<file path="src/rtl/ram_scan_pkg.sv">
// Shared types and constants for the lab-RAM read scanner.
// The expected-word helper is used by the optional checker (RAM_SCAN_CHECK_EN).
package ram_scan_pkg;

  localparam int ADDR_W_DEF = 2;
  localparam int DATA_W_DEF = 3;

  typedef enum logic [2:0] {
    IDLE,
    ISSUE,
    WAIT,
    HOLD,
    DONE
  } state_t;

  // Test pattern held in the RAM: (addr + 1) truncated to data_w bits.
  function automatic logic [31:0] expected_word(input logic [31:0] addr, input int data_w);
    logic [31:0] mask;
    mask = (32'd1 << data_w) - 32'd1;
    return (addr + 32'd1) & mask;
  endfunction

endpackage

</file>
<file path="src/rtl/ram_scan_checker.sv">
// Compares each captured word against the (addr+1) pattern.
// Keeps a sticky error flag and the address of the first mismatch.
module ram_scan_checker
  import ram_scan_pkg::*;
#(
  parameter int ADDR_W = ADDR_W_DEF,
  parameter int DATA_W = DATA_W_DEF
) (
  input  logic              clk,
  input  logic              rst_n,
  input  logic              clear,
  input  logic              cap_en,
  input  logic [ADDR_W-1:0] cap_addr,
  input  logic [DATA_W-1:0] cap_data,
  output logic              err,
  output logic [ADDR_W-1:0] err_addr
);

  logic mismatch;

  assign mismatch = (32'(cap_data) != expected_word(32'(cap_addr), DATA_W));

  always_ff @(posedge clk or negedge rst_n) begin
    if (!rst_n) begin
      err      <= 1'b0;
      err_addr <= '0;
    end else if (clear) begin
      err      <= 1'b0;
      err_addr <= '0;
    end else if (cap_en && mismatch && !err) begin
      // Only the first mismatch of a scan is recorded.
      err      <= 1'b1;
      err_addr <= cap_addr;
    end
  end

endmodule

</file>
<file path="src/rtl/ram_scanner.sv">
// Read-side scanner: walks every RAM address, waits RD_LAT edges, streams (addr,data).
// Optional pattern checker is built when RAM_SCAN_CHECK_EN is defined.
module ram_scanner
  import ram_scan_pkg::*;
#(
  parameter int ADDR_W = ADDR_W_DEF,
  parameter int DATA_W = DATA_W_DEF,
  parameter int RD_LAT = 1
) (
  input  logic              clk,
  input  logic              rst_n,
  input  logic              start,
  output logic              busy,
  output logic              done,
  output logic [ADDR_W-1:0] ram_address,
  input  logic [DATA_W-1:0] ram_dout,
  output logic [DATA_W-1:0] rd_data,
  output logic [ADDR_W-1:0] rd_addr,
  output logic              rd_valid,
  input  logic              rd_ready,
`ifdef RAM_SCAN_CHECK_EN
  output logic              err,
  output logic [ADDR_W-1:0] err_addr,
`endif
  output state_t            state
);

  // Stream handshake: a word transfers on a rising edge where rd_valid && rd_ready;
  // rd_data/rd_addr stay frozen while rd_valid=1 and rd_ready=0, rd_ready is ignored otherwise.

  localparam logic [1:0] LAT_LAST = (RD_LAT > 0) ? 2'(RD_LAT - 1) : 2'd0;
  localparam logic [ADDR_W-1:0] ADDR_LAST = {ADDR_W{1'b1}};

  logic [1:0] lat_cnt;
  logic       capture;

  // RAM data is sampled on the edge that ends ISSUE (zero latency) or the last WAIT cycle.
  assign capture = ((state == ISSUE) && (RD_LAT == 0)) ||
                   ((state == WAIT) && (lat_cnt == 2'd0));

  always_ff @(posedge clk or negedge rst_n) begin
    if (!rst_n) begin
      state       <= IDLE;
      busy        <= 1'b0;
      done        <= 1'b0;
      ram_address <= '0;
      rd_data     <= '0;
      rd_addr     <= '0;
      rd_valid    <= 1'b0;
      lat_cnt     <= 2'd0;
    end else begin
      done <= 1'b0;
      if (capture) begin
        rd_data  <= ram_dout;
        rd_addr  <= ram_address;
        rd_valid <= 1'b1;
      end
      case (state)
        IDLE: begin
          if (start) begin
            ram_address <= '0;
            busy        <= 1'b1;
            state       <= ISSUE;
          end
        end
        ISSUE: begin
          if (RD_LAT == 0) begin
            state <= HOLD;
          end else begin
            lat_cnt <= LAT_LAST;
            state   <= WAIT;
          end
        end
        WAIT: begin
          if (lat_cnt == 2'd0) begin
            state <= HOLD;
          end else begin
            lat_cnt <= lat_cnt - 2'd1;
          end
        end
        HOLD: begin
          if (rd_ready) begin
            rd_valid <= 1'b0;
            if (ram_address == ADDR_LAST) begin
              done  <= 1'b1;
              state <= DONE;
            end else begin
              ram_address <= ram_address + ADDR_W'(1);
              state       <= ISSUE;
            end
          end
        end
        DONE: begin
          busy  <= 1'b0;
          state <= IDLE;
        end
        default: state <= IDLE;
      endcase
    end
  end

`ifdef RAM_SCAN_CHECK_EN
  logic accept;

  assign accept = (state == IDLE) && start;

  ram_scan_checker #(
    .ADDR_W(ADDR_W),
    .DATA_W(DATA_W)
  ) u_checker (
    .clk      (clk),
    .rst_n    (rst_n),
    .clear    (accept),
    .cap_en   (capture),
    .cap_addr (ram_address),
    .cap_data (ram_dout),
    .err      (err),
    .err_addr (err_addr)
  );
`endif

endmodule

</file>
<file path="config.mk">
export PLATFORM = sky130hd
export DESIGN_NAME = ram_scanner
export DESIGN_NICKNAME = d
export VERILOG_FILES = /design/src/rtl/ram_scan_pkg.sv /design/src/rtl/ram_scan_checker.sv /design/src/rtl/ram_scanner.sv
export SDC_FILE = /design/constraint.sdc
export NUM_CORES = 1
export LEC_CHECK = 0
export CORE_UTILIZATION = 49
export DETAILED_ROUTE_END_ITERATION = 10
export PLACE_DENSITY = 0.81
export RECOVER_POWER = 25
export REMOVE_ABC_BUFFERS = 1
export SLEW_MARGIN = 5
export SYNTH_ARGS = -nofsm -noshare
export SYNTH_HDL_FRONTEND = slang
export SYNTH_HIERARCHICAL = 1
export SYNTH_SLANG_ARGS = --single-unit
</file>
<file path="constraint.sdc">
create_clock -name clk -period 2.11 [get_ports clk]
set_input_delay 0.422 -clock clk [delete_from_list [all_inputs] [get_ports clk]]
set_output_delay 0.422 -clock clk [all_outputs]
set_load 0.05 [all_outputs]
</file>
==> impl_metrics.env <==
export IMPL_place_area_um2=915.9
export IMPL_critical_path_top_delay_family="buffers and inverters"
export IMPL_syn_inst=62
export IMPL_timing_hold_ws_ns=0.5167
export IMPL_required_ns=1.69
export IMPL_relSlewSlack=0.5652
export IMPL_die_area_um2=1663
export IMPL_grt_most_used_layer="met2"
export IMPL_syn_area_per_cell_um2=11.89
export IMPL_r2r_start="state[1]$_DFFE_PN0P_"
export IMPL_io_pins=20
export IMPL_fin_cells=97
export IMPL_cp_end_kind="output port"
export IMPL_grt_use_met3=0.08152
export IMPL_final_setup_skew_ns=0.0005397
export IMPL_synth_compound_gate_area_share=0.1171
export IMPL_portBuffers=19
export IMPL_drt_pass1_iter_count=4
export IMPL_grt_usage=0.1879
export IMPL_root_buffer="clkbuf_4"
export IMPL_clk_latency_ns=0.27
export IMPL_slew_violations=0
export IMPL_drt_iter0_markers=4
export IMPL_rows=13
export IMPL_worstPathArrival_ns=1.54
export IMPL_drv_cap=0
export IMPL_fmax_mhz=508.5
export IMPL_cp_max_fo=6
export IMPL_r2r_end="rd_data[0]$_DFFE_PN0P_"
export IMPL_drive_gt1_frac=0.1951
export IMPL_crit_buf_inv=1
export IMPL_rsz0062_at_grt="false"
export IMPL_antenna_found_initial=0
export IMPL_n_antenna_cell=0
export IMPL_ff_latch_area_um2=375.4
export IMPL_reg2reg_depth=3
export IMPL_ys_ff_latch=15
export IMPL_ir_drop_uv=1084
export IMPL_crit_chain="clkdlybuf4s50_1"
export IMPL_power_leakage_uw=0.0004180
export IMPL_setup_worst_path_start="ram_address[0]$_DFFE_PN0P_"
export IMPL_final_hold_viol_count=0
export IMPL_hold_path_endpoint="rd_addr[0]$_DFFE_PN0P_"
export IMPL_cp_slowest_cell="clkdlybuf4s50_1"
export IMPL_via_per_inst=5.546
export IMPL_worst_pin_slew_ns=0.6500
export IMPL_grt_pass1_vias=472
export IMPL_cp_start_kind="flop"
export IMPL_fill_cells=116
export IMPL_worst_hold_path_type="reg -> reg"
export IMPL_syn_area_um2=737.0
export IMPL_areaGrowthSynthToFinish_pct=27.84
export IMPL_dp_cells=93
export IMPL_critical_path_depth=1
export IMPL_powerDensity_nw_per_um2=1729
export IMPL_synth_top_family_by_area="simple AND/OR/NAND/NOR gates"
export IMPL_synth_warnings=6
export IMPL_die_h_um=40.78
export IMPL_hold_depth=1
export IMPL_total_power_uw=1629
export IMPL_fin_crit_ns=1.967
export IMPL_remaining_drc_errors=0
export IMPL_post_drt_wl_per_cell_um=13.81
export IMPL_worst_setup_path_type="reg -> out"
export IMPL_routabilityCongestion=0.7676
export IMPL_start_util=0.5459
export IMPL_synth_seq_area_share=0.5093
export IMPL_grt_pass1_wl_mm=1.994
export IMPL_hold_start="rd_addr[0]$_DFFE_PN0P_"
export IMPL_synth_cell_types=27
export IMPL_cts_inserted_buffers=3
export IMPL_fin_area_um2=942.2
export IMPL_via_count=538
export IMPL_synth_fa_ha_area_frac=0.03396
export IMPL_synthXorXnorAreaFrac=0
export IMPL_multi_input_area_um2=327.8
export IMPL_fp_dieW_um=40.78
export IMPL_met1_usage=0.2145
export IMPL_slowest_delay_ns=0.83
export IMPL_grt_overflow=0
export IMPL_hpwlAfterDp_um=991.4
export IMPL_hold_buffers=0
export IMPL_core_area_um2=1350
export IMPL_cts_tree="built"
export IMPL_final_setup_tns_ns=0
export IMPL_finalCritPeriodShare=0.9320
export IMPL_cts_buffer_depth=2
export IMPL_wl_mm=1.340
export IMPL_ant_nets=0
export IMPL_grt_max_degree=16
export IMPL_h_tree_depth=1
export IMPL_nets=92
export IMPL_met2_usage=0.3164
export IMPL_status="finished, final reports clean"
export IMPL_muxShareOfSynthArea=0.1154
export IMPL_path_clk_slew_ns=0.08
export IMPL_cts_repair_resized=0
export IMPL_cts_sinks=15
export IMPL_yosys_area_share_simple=0.1783
export IMPL_setup_viol=0
export IMPL_cts_setup_buffers=0
export IMPL_rrSetupSlack_ns=0.52
[cell type report]
| type | count | area share |
|---|---|---|
| clock buffers | 4 | 0.02789 |
| inverters | 3 | 0.01195 |
| multi-input cells | 41 | 0.3479 |
| flip-flops and latches | 15 | 0.3984 |
| well taps | 15 | 0.01992 |
| repair buffers | 19 | 0.1939 |
[metrics by stage]
step / util / setup slack (ns)
finish: 0.6979 / 0.1434
global route: 0.6979 / 0.08095
CTS: 0.6979 / 0.1259
detailed placement: 0.6784 / 0.3639
global placement: 0.6784 / 0.4005
floorplan: - / 0.3160
[placed cells by master (no fill, tap or decap), types with 2 or more instances in the layout]
master / synthesis / final
a211oi_1: 2 / 2
a21oi_1: 3 / 3
a22o_1: 2 / 2
and4_2: 2 / 2
buf_4: 1 / 3
clkbuf_4: 0 / 3
clkdlybuf4s50_1: 0 / 15
dfrtp_1: 15 / 15
ha_1: 2 / 2
inv_1: 3 / 3
mux2_4: 5 / 5
nand2_1: 6 / 6
nand3_1: 2 / 2
nor2b_1: 2 / 2
o21ai_0: 3 / 3
[worst register-to-register path: cells and delay by family, from the launching register on]
kind | cells | cell delay (ns)
flops | 1 | 0.53
mux | 1 | 0.33
simple gates | 2 | 0.62
[where the power goes]
group	total [µW]	internal, µW	switching [µW]	leakage (µW)
Sequential	528	399	129	0.000182
Combinational	944	379	565	0.000221
Clock	156	73.3	83.1	0.0000150
[logic make-up (layout without fill, tap and decap cells)]
kind of cell | count (synthesis) | in the layout
buf+inv | 6 | 26
mux | 6 | 6
flops | 15 | 15
simple gates | 20 | 20
fa+ha+maj | 2 | 2
compound gates | 13 | 13
[layer usage]
metal  up-vias  part of all wire
met5         -                 0
met4         0            0.0075
met3         2             0.050
met2        11              0.50
met1       261              0.44
li1        264                 -
[worst max-delay path by stage]
stage / slack [ns] / to
after floorplan: 0.32 / rd_addr[0]$_DFFE_PN0P_
after global placement: 0.40 / ram_address[1]$_DFFE_PN0P_
after detailed placement: 0.36 / ram_address[1]$_DFFE_PN0P_
after CTS: 0.13 / ram_address[0]
after global routing: 0.08 / ram_address[0]
final: 0.14 / ram_address[0]
[synthesized netlist by cell type, drive strengths merged]
master    n  area, µm²
dfrtp    15      375.4
nand2     6      22.52
mux2      5      75.07
a21oi     3      15.01
inv       3      11.26
nor2b     3      26.27
o21ai     3      15.01
a211oi    2      15.01
a22o      2      17.52
and4      2      20.02
buf       2      18.77
ha        2      25.02
nand3     2      10.01
and3b     1      8.760
clkbuf    1      3.750
mux2i     1      10.01
nand4b    1      8.760
nor2      1      3.750
nor3b     1      7.510
o211ai    1      7.510
o21bai    1      7.510
o2bb2ai   1      8.760
or3       1      7.510
or3b      1      8.760
or4       1      7.510
[state kept, by name, indices dropped and copies added (netlist names)]
name         flops
rd_addr          2
rd_data          3
state            3
ram_address      2
lat_cnt          2
rd_valid         1
busy             1
done             1
No activity file was read; power rests on OpenSTA's default activity.
